File: src/rtl/load_store_queue.sv
// In-order load/store queue: a unified request FIFO feeding the data-memory port,
// plus a pending-load FIFO that aligns and extends returned words for write-back.
module load_store_queue #(
    parameter int C_XLEN            = 32,
    parameter int C_DEPTH           = 4,
    parameter int C_MAX_OUTSTANDING = 2
) (
    input  logic              clk_i,
    input  logic              reset_i,
    input  logic              clk_en_i,
    input  logic              ex_lq_wr_i,
    input  logic              ex_sq_wr_i,
    input  logic [2:0]        ex_funct3_i,
    input  logic [4:0]        ex_regd_addr_i,
    input  logic [C_XLEN-1:0] ex_regs2_data_i,
    input  logic [C_XLEN-1:0] ex_addr_i,
    output logic              ex_lq_full_o,
    output logic              dmem_req_o,
    output logic              dmem_we_o,
    output logic [C_XLEN-1:0] dmem_addr_o,
    output logic [3:0]        dmem_be_o,
    output logic [C_XLEN-1:0] dmem_wdata_o,
    input  logic              dmem_ack_i,
    input  logic              dmem_rvalid_i,
    input  logic [C_XLEN-1:0] dmem_rdata_i,
    output logic              regd_wr_o,
    output logic [4:0]        regd_addr_o,
    output logic [C_XLEN-1:0] regd_data_o,
    output logic              misalign_o,
    output logic [C_XLEN-1:0] misalign_addr_o
);
    localparam int QAW = $clog2(C_DEPTH);
    localparam int QCW = QAW + 1;
    localparam int PAW = (C_MAX_OUTSTANDING > 1) ? $clog2(C_MAX_OUTSTANDING) : 1;
    localparam int PCW = $clog2(C_MAX_OUTSTANDING) + 1;

    logic              r_q_store [C_DEPTH];
    logic [2:0]        r_q_f3    [C_DEPTH];
    logic [4:0]        r_q_rd    [C_DEPTH];
    logic [C_XLEN-1:0] r_q_addr  [C_DEPTH];
    logic [C_XLEN-1:0] r_q_data  [C_DEPTH];
    logic [QAW-1:0]    r_wr_ptr;
    logic [QAW-1:0]    r_rd_ptr;
    logic [QCW-1:0]    r_count;

    logic [2:0]        r_p_f3  [C_MAX_OUTSTANDING];
    logic [4:0]        r_p_rd  [C_MAX_OUTSTANDING];
    logic [1:0]        r_p_off [C_MAX_OUTSTANDING];
    logic [PAW-1:0]    r_p_wr_ptr;
    logic [PAW-1:0]    r_p_rd_ptr;
    logic [PCW-1:0]    r_p_count;

    logic              r_regd_wr;
    logic [4:0]        r_regd_addr;
    logic [C_XLEN-1:0] r_regd_data;
    logic              r_mis;
    logic [C_XLEN-1:0] r_mis_addr;

    logic              w_is_store;
    logic              w_misaligned;
    logic              w_enq_try;
    logic              w_enq;
    logic              w_empty;
    logic              w_h_store;
    logic [2:0]        w_h_f3;
    logic [4:0]        w_h_rd;
    logic [C_XLEN-1:0] w_h_addr;
    logic [C_XLEN-1:0] w_h_data;
    logic              w_req;
    logic              w_deq;
    logic              w_lpush;
    logic              w_rpop;
    logic [3:0]        w_be;
    logic [C_XLEN-1:0] w_wdata;
    logic [2:0]        w_p_f3;
    logic [4:0]        w_p_rd;
    logic [1:0]        w_p_off;
    logic [C_XLEN-1:0] w_lane;
    logic [C_XLEN-1:0] w_ext;

    function automatic logic [PAW-1:0] f_pnext(input logic [PAW-1:0] p);
        return (p == PAW'(C_MAX_OUTSTANDING - 1)) ? '0 : p + PAW'(1);
    endfunction

    // Both strobes high is a protocol error; the load wins.
    assign w_is_store = ex_sq_wr_i & ~ex_lq_wr_i;

    always_comb begin
        unique case (ex_funct3_i[1:0])
            2'b00:   w_misaligned = 1'b0;
            2'b01:   w_misaligned = ex_addr_i[0];
            default: w_misaligned = (ex_addr_i[1:0] != 2'b00);
        endcase
    end

    assign w_enq_try = clk_en_i & (ex_lq_wr_i | ex_sq_wr_i) & ~ex_lq_full_o;
    assign w_enq     = w_enq_try & ~w_misaligned;
    assign w_empty   = (r_count == '0);

    assign w_h_store = r_q_store[r_rd_ptr];
    assign w_h_f3    = r_q_f3[r_rd_ptr];
    assign w_h_rd    = r_q_rd[r_rd_ptr];
    assign w_h_addr  = r_q_addr[r_rd_ptr];
    assign w_h_data  = r_q_data[r_rd_ptr];

    assign w_req   = ~w_empty & (w_h_store | (r_p_count < PCW'(C_MAX_OUTSTANDING)));
    assign w_deq   = clk_en_i & w_req & dmem_ack_i;
    assign w_lpush = w_deq & ~w_h_store;
    assign w_rpop  = clk_en_i & dmem_rvalid_i & (r_p_count != '0);

    always_comb begin
        w_be    = '0;
        w_wdata = '0;
        if (!w_empty) begin
            unique case (w_h_f3[1:0])
                2'b00: begin
                    w_be    = 4'b0001 << w_h_addr[1:0];
                    w_wdata = {4{w_h_data[7:0]}};
                end
                2'b01: begin
                    w_be    = w_h_addr[1] ? 4'b1100 : 4'b0011;
                    w_wdata = {2{w_h_data[15:0]}};
                end
                default: begin
                    w_be    = 4'b1111;
                    w_wdata = w_h_data;
                end
            endcase
            if (!w_h_store) w_wdata = '0;
        end
    end

    assign w_p_f3  = r_p_f3[r_p_rd_ptr];
    assign w_p_rd  = r_p_rd[r_p_rd_ptr];
    assign w_p_off = r_p_off[r_p_rd_ptr];

    always_comb begin
        w_lane = dmem_rdata_i >> {w_p_off, 3'b000};
        unique case (w_p_f3)
            3'b000:  w_ext = {{(C_XLEN-8){w_lane[7]}}, w_lane[7:0]};
            3'b001:  w_ext = {{(C_XLEN-16){w_lane[15]}}, w_lane[15:0]};
            3'b100:  w_ext = {{(C_XLEN-8){1'b0}}, w_lane[7:0]};
            3'b101:  w_ext = {{(C_XLEN-16){1'b0}}, w_lane[15:0]};
            default: w_ext = dmem_rdata_i;
        endcase
    end

    always_ff @(posedge clk_i or posedge reset_i) begin
        if (reset_i) begin
            r_wr_ptr    <= '0;
            r_rd_ptr    <= '0;
            r_count     <= '0;
            r_p_wr_ptr  <= '0;
            r_p_rd_ptr  <= '0;
            r_p_count   <= '0;
            r_regd_wr   <= 1'b0;
            r_regd_addr <= '0;
            r_regd_data <= '0;
            r_mis       <= 1'b0;
            r_mis_addr  <= '0;
        end else if (clk_en_i) begin
            if (w_enq) r_wr_ptr <= r_wr_ptr + QAW'(1);
            if (w_deq) r_rd_ptr <= r_rd_ptr + QAW'(1);
            if (w_enq && !w_deq)      r_count <= r_count + QCW'(1);
            else if (!w_enq && w_deq) r_count <= r_count - QCW'(1);

            if (w_lpush) r_p_wr_ptr <= f_pnext(r_p_wr_ptr);
            if (w_rpop)  r_p_rd_ptr <= f_pnext(r_p_rd_ptr);
            if (w_lpush && !w_rpop)      r_p_count <= r_p_count + PCW'(1);
            else if (!w_lpush && w_rpop) r_p_count <= r_p_count - PCW'(1);

            // Loads to x0 still consume their return slot but never write back.
            r_regd_wr <= w_rpop & (w_p_rd != 5'd0);
            if (w_rpop && (w_p_rd != 5'd0)) begin
                r_regd_addr <= w_p_rd;
                r_regd_data <= w_ext;
            end

            r_mis <= w_enq_try & w_misaligned;
            if (w_enq_try && w_misaligned) r_mis_addr <= ex_addr_i;
        end
    end

    // Payload storage needs no reset: outputs are masked while the queue is empty.
    always_ff @(posedge clk_i) begin
        if (w_enq) begin
            r_q_store[r_wr_ptr] <= w_is_store;
            r_q_f3[r_wr_ptr]    <= ex_funct3_i;
            r_q_rd[r_wr_ptr]    <= ex_regd_addr_i;
            r_q_addr[r_wr_ptr]  <= ex_addr_i;
            r_q_data[r_wr_ptr]  <= ex_regs2_data_i;
        end
        if (w_lpush) begin
            r_p_f3[r_p_wr_ptr]  <= w_h_f3;
            r_p_rd[r_p_wr_ptr]  <= w_h_rd;
            r_p_off[r_p_wr_ptr] <= w_h_addr[1:0];
        end
    end

    assign ex_lq_full_o    = (r_count == QCW'(C_DEPTH));
    assign dmem_req_o      = w_req;
    assign dmem_we_o       = ~w_empty & w_h_store;
    assign dmem_addr_o     = w_empty ? '0 : {w_h_addr[C_XLEN-1:2], 2'b00};
    assign dmem_be_o       = w_be;
    assign dmem_wdata_o    = w_wdata;
    assign regd_wr_o       = r_regd_wr;
    assign regd_addr_o     = r_regd_addr;
    assign regd_data_o     = r_regd_data;
    assign misalign_o      = r_mis;
    assign misalign_addr_o = r_mis_addr;

endmodule

File: config.mk
export PLATFORM = sky130hd
export DESIGN_NAME = load_store_queue
export DESIGN_NICKNAME = d
export VERILOG_FILES = /design/src/rtl/load_store_queue.sv
export SDC_FILE = /design/constraint.sdc
export NUM_CORES = 1
export LEC_CHECK = 0
export CAP_MARGIN = 5
export CORE_UTILIZATION = 40
export CTS_BUF_LIST = sky130_fd_sc_hd__clkbuf_2 sky130_fd_sc_hd__clkbuf_4 sky130_fd_sc_hd__clkbuf_8
export CTS_CLUSTER_DIAMETER = 200
export DETAILED_ROUTE_END_ITERATION = 12
export PLACE_DENSITY_LB_ADDON = 0.1
export SLEW_MARGIN = 20
export SYNTH_ARGS = -nofsm -noshare
export SYNTH_HDL_FRONTEND = slang
export SYNTH_SLANG_ARGS = --single-unit
File: constraint.sdc
create_clock -name clk_i -period 5.25 [get_ports clk_i]
set_clock_uncertainty 0.15 [all_clocks]
set_input_delay 0.7875 -clock clk_i [delete_from_list [all_inputs] [get_ports clk_i]]
set_output_delay 0.7875 -clock clk_i [all_outputs]
set_load 0.05 [all_outputs]
==> flow_metrics.tcl <==
set metrics [dict create \
    num_vias 9314 \
    place_hpwl_um 24700 \
    async_reset_ff_frac 0.208 \
    syn_area_per_cell_um2 17.3 \
    clockBufferDepth 3 \
    first_global_vias 9901 \
    drv_cap 0 \
    finalSetupViolations 0 \
    dpl_cell_area_mm2 0.0193 \
    synth_area_mm2 0.0162 \
    ctsHoldBuffers 0 \
    crit_arrival_ns 3.68 \
    dieArea_mm2 0.0414 \
    fin_nets 1344 \
    grt_pass1_wl_um 59000 \
    cts_root_buf "clkbuf_8" \
    cts_tree "yes" \
    synth_common_cells "edfxtp_1, dfrtp_1, mux4_2, nor2_1, nand2_1" \
    power_uw 13500 \
    setup-tns-final_ns 0 \
    ys.flop_type "edfxtp_1" \
    gr-usage-all-layers 0.192 \
    num_antenna_cells 0 \
    met3_usage 0.0580 \
    fmax_mhz 217 \
    drcViolationCount 0 \
    final_area_mm2 0.0207 \
    grt_overflow_total 0 \
    die_h_um 203 \
    synth_cell_types 55 \
    synth_warnings 0 \
    io_buffers 250 \
    wirelength_um 38800 \
    seq_area_frac_synth 0.704 \
    slew_headroom 0.317 \
    max_slew.worst_pin.slew_ns 1.02 \
    hold_path.class "flip-flop to flip-flop" \
    worstPathCellList "buf_12, mux4_2, nand2_1, buf_4, a21oi_1, clkdlybuf4s50_1" \
    start_util 0.407 \
    antenna_found_initial 2 \
    setup.worst_path.class "flip-flop to output pin" \
    period_share 0.879 \
    power.density_mw_per_mm2 652 \
    final-max-slew-violation-count 0 \
    synth_edf_count 312 \
    clkTransAtPathRegs_ns 0.05 \
    wl_per_cell_um 21.5 \
    synth_top_area_cell "edfxtp_1" \
    areaGrowthSynthToFinish_pct 27.7 \
    synth_top_area_frac 0.577 \
    cp_top_family "buffers and inverters" \
    drive_gt1_frac 0.204 \
    worstSkewPairLatency_ns 0.61 \
    yosysMostFrequentCell "edfxtp_1" \
    drt-vias-per-instance 5.15 \
    die_w_um 203 \
    crit_path_top_delay_cell "mux4_2" \
    slowest_delay_ns 0.73 \
    path_buf_inv 3 \
    core_area_mm2 0.0399 \
    cts_made_buffers 71 \
    hold_viol 0 \
    rsz0062_at_grt "no" \
    clock_sinks 394 \
    synth-seq-cells 394 \
    ir_worst_vdd_mv 0.371 \
    cp_data_required_time_ns 4.31 \
    top_usage_layer "met2" \
    synth.area.top_cells "edfxtp_1, dfrtp_1, mux4_2" \
    num_rows 73 \
    post_cts_buffers 0 \
    grt_max_degree 67 \
    end_kind "output pin" \
    cp_max_fo 42 \
    cts_resized 0 \
    grt_util_met1 0.248 \
    drtIter0Drc 516 \
    gp_congestion 0.742 \
    firstDrtPassIters 5 \
    use_met2 0.307 \
    synth_cells 936 \
    post-route-min-period_ns 4.62 \
    antenna_left 0 \
    stdcell_count 1808 \
    start_kind "flip-flop" \
    ioPinCount 253 \
    status "finished clean" \
    p_leak_uw 0.00723 \
    h-tree-depth 3 \
    dp_cells 1678 \
]
==> through the flow <==
step | utilization | hold slack (ns) | setup WS (ns)
after detailed placement | 0.483 | 0.327 | 1.21
after floorplan | - | 0.305 | 1.31
after CTS | 0.519 | 0.342 | 0.534
after global placement | 0.483 | 0.319 | 1.22
after global routing | 0.519 | 0.361 | 0.460
final | 0.519 | 0.334 | 0.633
==> worst reg2reg max path: cells and delay by family, from the launching register on <==
family,cells,cell delay (ns)
AO/OA/AOI/OAI,1,0.39
adder cells (fa/ha/maj),2,0.66
buffers and inverters,3,0.52
flip-flops,1,0.66
multiplexers,2,0.86
AND/OR/NAND/NOR,1,0.23
==> cell usage in the layout, fill, tap and decap left out, types with 28 or more instances in the layout <==
| cell | Yosys | layout |
|---|---|---|
| nand2_1 | 55 | 55 |
| clkdlybuf4s50_1 | 0 | 250 |
| and2_1 | 36 | 32 |
| mux2_2 | 28 | 28 |
| dfrtp_1 | 82 | 80 |
| clkbuf_8 | 0 | 76 |
| edfxtp_1 | 312 | 312 |
| nor2_1 | 73 | 73 |
| mux4_2 | 80 | 80 |
| a21oi_1 | 31 | 31 |
==> layout make-up <==
class	count	area, µm²
inverters	12	47.5
flip-flops and latches	394	11400
well taps	525	657
multi-input cells	480	4450
fillers	3368	19200
repair buffers	267	2690
clock buffers	100	1230
clock inverters	30	230
==> logic make-up (layout without fill, tap and decap cells) <==
kind of cell | after synthesis | after routing | synth area share
multiplexers | 140 | 140 | 0.151
flip-flops | 394 | 394 | 0.704
other | 1 | 2 | 0.000231
AO/OA/AOI/OAI | 104 | 104 | 0.0432
AND/OR/NAND/NOR | 216 | 216 | 0.0671
XOR/XNOR | 11 | 11 | 0.00593
adder cells (fa/ha/maj) | 7 | 7 | 0.00586
buffers and inverters | 63 | 409 | 0.0235
==> state kept, by name, indices dropped and copies added, names as in the netlist, 2 cells and up <==
name,count
r_p_off,4
misalign_addr_o,32
regd_data_o,32
r_q_store,4
r_count,3
r_rd_ptr,2
r_q_rd,20
r_q_addr,128
r_p_rd,10
regd_addr_o,5
r_p_count,2
r_p_f3,6
r_q_data,128
r_wr_ptr,2
r_q_f3,12
==> final timing paths <==
| kind | from | to | slack (ns) | cells past startpoint |
|---|---|---|---|---|
| setup / recovery | r_rd_ptr[0]$_DFFE_PP0P_ | dmem_wdata_o[10] | 0.63 | 6 |
| hold / removal | misalign_addr_o[7]$_DFFE_PP0P_ | misalign_addr_o[7]$_DFFE_PP0P_ | 0.33 | 1 |
| setup reg to reg | r_rd_ptr[0]$_DFFE_PP0P_ | r_count[1]$_DFFE_PP0P_ | 1.67 | 9 |
| hold reg to reg | misalign_addr_o[7]$_DFFE_PP0P_ | misalign_addr_o[7]$_DFFE_PP0P_ | 0.33 | 1 |
| max in group asynchronous | reset_i | misalign_addr_o[2]$_DFFE_PP0P_ | 3.52 | 3 |
| min in group asynchronous | reset_i | regd_addr_o[2]$_DFFE_PP0P_ | 0.55 | 2 |
==> routing by layer <==
layer  up-vias  share of wire
met5         -        0.00070
met4         4          0.023
met3        72          0.075
met2       310           0.47
met1      4710           0.43
li1       4218              -
==> where the power goes <==
part | internal, µW | total [µW] | switching, µW
combinational | 2310 | 6310 | 4000
clock | 1670 | 2930 | 1270
sequential | 3930 | 4260 | 337
No activity file was read; power rests on OpenSTA's default activity.
==> RTL edit 1 (same settings) <==
Make the reset (`reset_i`) synchronous in one clocked block.
--- a/src/rtl/load_store_queue.sv
+++ b/src/rtl/load_store_queue.sv
@@ -145,7 +145,7 @@
         endcase
     end
 
-    always_ff @(posedge clk_i or posedge reset_i) begin
+    always_ff @(posedge clk_i) begin
         if (reset_i) begin
             r_wr_ptr    <= '0;
             r_rd_ptr    <= '0;
Function: differs if reset_i is asserted again (counterexample within 4 cycles, from zero or initial values and one cycle with reset_i high); with reset_i held inactive, the same outputs for 4 cycles.
==> RTL edit 1 against the unedited design <==
  * Sequential share of layout area is 1.3 points lower
  * Synthesized area fell by 0.40%
  * Final area shrank 0.77%
  * Largest cell class unchanged
  * Setup slack got worse by 140 ps
  * Die area down 0.40%
  * Wire length grew 0.67%
  * Sequential cell count is 3 higher
  * Final cell count up 5.4%
Power is not compared: it rests on default switching activity, and its combinational part moved more than twofold at a synthesized area within 25%.
==> RTL edit 1: results (changes against the unedited design) <==
[placement]
dp_hpwl_mm=25.58  ; was 24.67 mm
place.gp.congestion=0.7827  ; was 0.7417
place_area_um2=19200  ; was 19280 µm²

[worst_setup_path]
rrSetupSlack_ps=1960  ; was 1670 ps
crit_arrival_ps=3820  ; was 3680 ps
reg2regPathDepth=10  ; was 9
cp_max_fo=25  ; was 42
r2r-end=r_count[2]  ; was r_count[1]

[global_route]
grtUsageTotal=0.1927  ; was 0.1920
antenna_found_initial=1  ; was 2
grt_pass1_wl_mm=59.82  ; was 58.97 mm
grt_max_degree=85  ; was 67

[cells_and_area]
final_layout_size_suffix_gt1_frac=0.1710  ; was 0.2042
num-fill-cells=3426  ; was 3368
fin_nets=1444  ; was 1344

[run_status]
outcome=completed  ; unchanged

[clocking]
clock_latency_ps=590  ; was 610 ps
cts_buffers=68  ; was 71

[synthesis]
synthArstFlopShare=0  ; was 0.2081
synth.area.top_cells=edfxtp_1 58%, dfxtp_1 11%, mux4_2 10%  ; was edfxtp_1 58%, dfrtp_1 13%, mux4_2 11%
synth_common_cells=312 x edfxtp_1, 123 x nand2_1, 98 x nor2_1, 85 x dfxtp_1, 73 x mux4_2  ; was 312 x edfxtp_1, 82 x dfrtp_1, 80 x mux4_2, 73 x nor2_1, 55 x nand2_1

[worst_hold_path]
hold_end=misalign_addr_o[24]  ; was misalign_addr_o[7]
min-delay-start=misalign_addr_o[24]  ; was misalign_addr_o[7]

[route]
vias_per_cell=5.107  ; was 5.152
wl_mm=39.10  ; was 38.83 mm

[RTL edit 1: cell count changes in the layout (fill, tap and decap cells not counted), moves of 8 or more]
cell,before,now
a21oi_1,31,55
nor2_1,73,98
a311oi_2,0,10
nand2_1,55,123
a2bb2oi_1,14,0
mux2_2,28,1
dfrtp_1,80,0
a311oi_1,0,13
a31oi_1,22,0
a211oi_1,0,12
dfxtp_1,0,83
mux2i_1,24,38
o2bb2ai_1,0,8
mux2_1,8,0
[RTL edit 1: report_power, final]
part           switching (mW)  internal (mW)  total [mW]
logic                   0.695          0.408        1.10
clock network            1.20           1.55        2.75
registers              0.0397           3.48        3.52
total                    1.93           5.44        7.37
[RTL edit 1: final cells by class]
cell class                 instances  area share
sequential                       397      0.5384
antenna                            1   0.0001216
clock inverter                    19    0.004561
clock buffer                     105     0.06203
tap                              525     0.03193
multi-input combinational        582      0.2307
inverter                          12    0.002189
timing repair buffer             265      0.1300
[RTL edit 1: how the worst max path moves through the flow]
stage               startpoint                to  slack [ps]  depth (start not counted)
global placement          flop  dmem_wdata_o[12]        1110                          5
detailed placement        flop  dmem_wdata_o[15]        1060                          5
finish                    flop  dmem_wdata_o[14]         490                          5
floorplan           r_count[0]    r_q_addr[0][0]        1340                          3
global route              flop  dmem_wdata_o[14]         170                          5
CTS                       flop  dmem_wdata_o[15]         370                          5
[RTL edit 1: cell families (layout without fill, tap and decap cells)]
kind of cell | count (synthesis) | after routing | synth area share
flip-flops | 397 | 397 | 0.6847
AND/OR/NAND/NOR | 305 | 305 | 0.08481
AO/OA/AOI/OAI | 141 | 141 | 0.06469
multiplexers | 116 | 116 | 0.1297
buffers and inverters | 77 | 401 | 0.02407
XOR/XNOR | 11 | 11 | 0.005959
adder cells (fa/ha/maj) | 7 | 7 | 0.005881
other | 1 | 3 | 0.0002319
[RTL edit 1: metal layers]
| metal | share of wire | global-route usage | wire [µm] |
|---|---|---|---|
| met5 | 0 | 0 | 0 |
| met3 | 0.060 | 0.04735 | 2361 |
| met1 | 0.43 | 0.2468 | 16960 |
| met4 | 0.014 | 0.06015 | 529 |
| met2 | 0.49 | 0.3223 | 19250 |
[RTL edit 1: critical path, cell delays in order (launching register included)]
cell and delay (ps):
dfxtp_4 580, buf_4 420, mux4_2 460, nand2_1 560, a21oi_1 320, clkdlybuf4s50_1 850
[RTL edit 1: stage by stage]
stage / instances / hold slack (ps) / setup WS (ps) / total power [mW] / util
final: 1906 / 302.3 / 493.0 / 7.371 / 0.5167
after CTS: 1905 / 304.2 / 368.0 / 7.481 / 0.5166
after floorplan: 1056 / 322.5 / 1337 / 4.274 / -
after global routing: 1906 / 330.3 / 168.2 / 7.685 / 0.5167
after global placement: 1781 / 292.7 / 1108 / 4.701 / 0.4821
after detailed placement: 1781 / 295.6 / 1064 / 4.703 / 0.4822
==> RTL edit 2 (same settings) <==
Made on the original files. Set the parameter `C_DEPTH` to 2 (it was 4).
--- a/src/rtl/load_store_queue.sv
+++ b/src/rtl/load_store_queue.sv
@@ -2,7 +2,7 @@
 // plus a pending-load FIFO that aligns and extends returned words for write-back.
 module load_store_queue #(
     parameter int C_XLEN            = 32,
-    parameter int C_DEPTH           = 4,
+    parameter int C_DEPTH           = 2,
     parameter int C_MAX_OUTSTANDING = 2
 ) (
     input  logic              clk_i,
Formal check against the unedited RTL: not equivalent (a bounded check fails within 4 cycles, from zero or initial values and one cycle with reset_i high).
==> RTL edit 2 against the unedited design <==
  * Critical path depth increased by 1
  * Setup slack better by 180 ps
  * Power decreased by 31%
  * Sequential cell count down 149
  * Via count fell by 26%
  * Wire length decreased by 34%
  * Synthesized area fell by 36%
  * Final area is 32% lower
  * Hold slack better by 7.4 ps
  * Highest routed layer is now met4
==> RTL edit 2: results (changes against the unedited design) <==
[run_status]
outcome=completed  ; unchanged

[global_route]
grtUsageTotal=0.1941  ; was 0.1920
grt_max_degree=74  ; was 67
grt_pass1_wl_mm=39.56  ; was 58.97 mm
grt_pass1_vias=6976  ; was 9901
antenna_found_initial=2  ; unchanged

[clocking]
cts_buffers=42  ; was 71
htree_levels=2  ; was 3

[placement]
place.gp.congestion=0.7843  ; was 0.7417
dp_hpwl_mm=17.24  ; was 24.67 mm

[route]
drt_iter0_markers=457  ; was 516
dr.pass1.iters=4  ; was 5
wl_per_cell_um=18.78  ; was 21.48 µm
vias=6861  ; was 9314

[worst_setup_path]
rrSetupSlack_ps=2170  ; was 1670 ps
reg2regPathDepth=5  ; was 9
cp_max_fo=27  ; was 42
crit_arrival_ps=3500  ; was 3680 ps

[cells_and_area]
reg_top3=r_q_addr x64, r_q_data x64  ; was r_q_addr x128, r_q_data x128
final_layout_size_suffix_gt1_frac=0.1453  ; was 0.2042
fin_nets=1112  ; was 1344

[power]
leakagePower_nw=5.205  ; was 7.230 nW
ir_worst_vdd_mv=0.4117  ; was 0.3711 mV

[synthesis]
synthArstFlopShare=0.3224  ; was 0.2081
synth-edff-count=166  ; was 312
synth.area.top_cells=edfxtp_1 48%, dfrtp_1 19%, mux2i_1 5.3%  ; was edfxtp_1 58%, dfrtp_1 13%, mux4_2 11%
synthXorXnorAreaFrac=0.008477  ; was 0.005934
synth-adder-area-share=0.002422  ; was 0.005857
synth_common_cells=166 x edfxtp_1, 102 x nor2_1, 79 x dfrtp_1, 55 x mux2i_1, 43 x mux2_2  ; was 312 x edfxtp_1, 82 x dfrtp_1, 80 x mux4_2, 73 x nor2_1, 55 x nand2_1
ys_types=54  ; was 55
synth_compound_area_frac=0.08610  ; was 0.04316
synthMuxAreaShare=0.1179  ; was 0.1508
seq_area_frac_synth=0.6738  ; was 0.7035

==> RTL edit 2: worst max-delay path: stages, from the launching register on <==
cell,delay (ps)
dfrtp_4,640
mux2_2,320
o21ai_2,130
inv_1,270
and2_1,410
nor2_1,120
a211oi_1,230
clkdlybuf4s50_1,850
==> RTL edit 2: logic make-up after synthesis <==
| group | after synthesis |
|---|---|
| adders and majority gates | 2 |
| DFF | 245 |
| buffers and inverters | 49 |
| other | 1 |
| and+or+nand+nor | 192 |
| muxes | 107 |
| xor gates and xnor gates | 10 |
| AOI/OAI and AO/OA | 130 |
==> RTL edit 2: metal layers <==
metal / vias to the layer above / share of wire / GRT usage
li1: 3267 / - / -
met1: 3315 / 0.43 / 0.2567
met2: 233 / 0.46 / 0.3029
met3: 46 / 0.079 / 0.05526
met4: 0 / 0.027 / 0.07307
met5: - / 0 / 0
==> RTL edit 2: final timing paths <==
| path | end | from |
|---|---|---|
| max | dmem_wdata_o[24] | r_rd_ptr |
| max in group asynchronous | misalign_addr_o[0] | reset_i |
| min in group asynchronous | misalign_addr_o[2] | reset_i |
| min reg2reg | regd_wr_o | regd_wr_o |
| max reg2reg | regd_data_o[31] | r_p_rd_ptr |
| min | regd_wr_o | regd_wr_o |
==> RTL edit 2: through the flow <==
step                      setup slack [ps]  utilization  instances  cell area, µm²  hold slack, ps
after floorplan                       1268            -        737           10350           305.5
after global placement                1439       0.5198       1285           13130           319.9
after detailed placement              1398       0.5198       1285           13130           327.9
after CTS                            816.3       0.5551       1362           14020           341.3
after global routing                 614.3       0.5553       1364           14020           369.1
final                                813.5       0.5553       1364           14020           341.6
==> RTL edit 2: power by group <==
| group | switching, mW | internal (mW) |
|---|---|---|
| clock network | 0.747 | 1.04 |
| registers | 0.280 | 2.52 |
| logic | 3.14 | 1.62 |
==> RTL edit 2: final cells by class <==
type	count	area (µm²)	area share
clock buffers	67	822.0	0.05861
diodes	2	5.005	0.0003569
inverters	8	31.28	0.002230
well taps	330	412.9	0.02944
clock inverters	10	71.32	0.005085
flip-flops and latches	245	6965	0.4967
multi-input cells	443	3147	0.2244
repair buffers	259	2570	0.1832
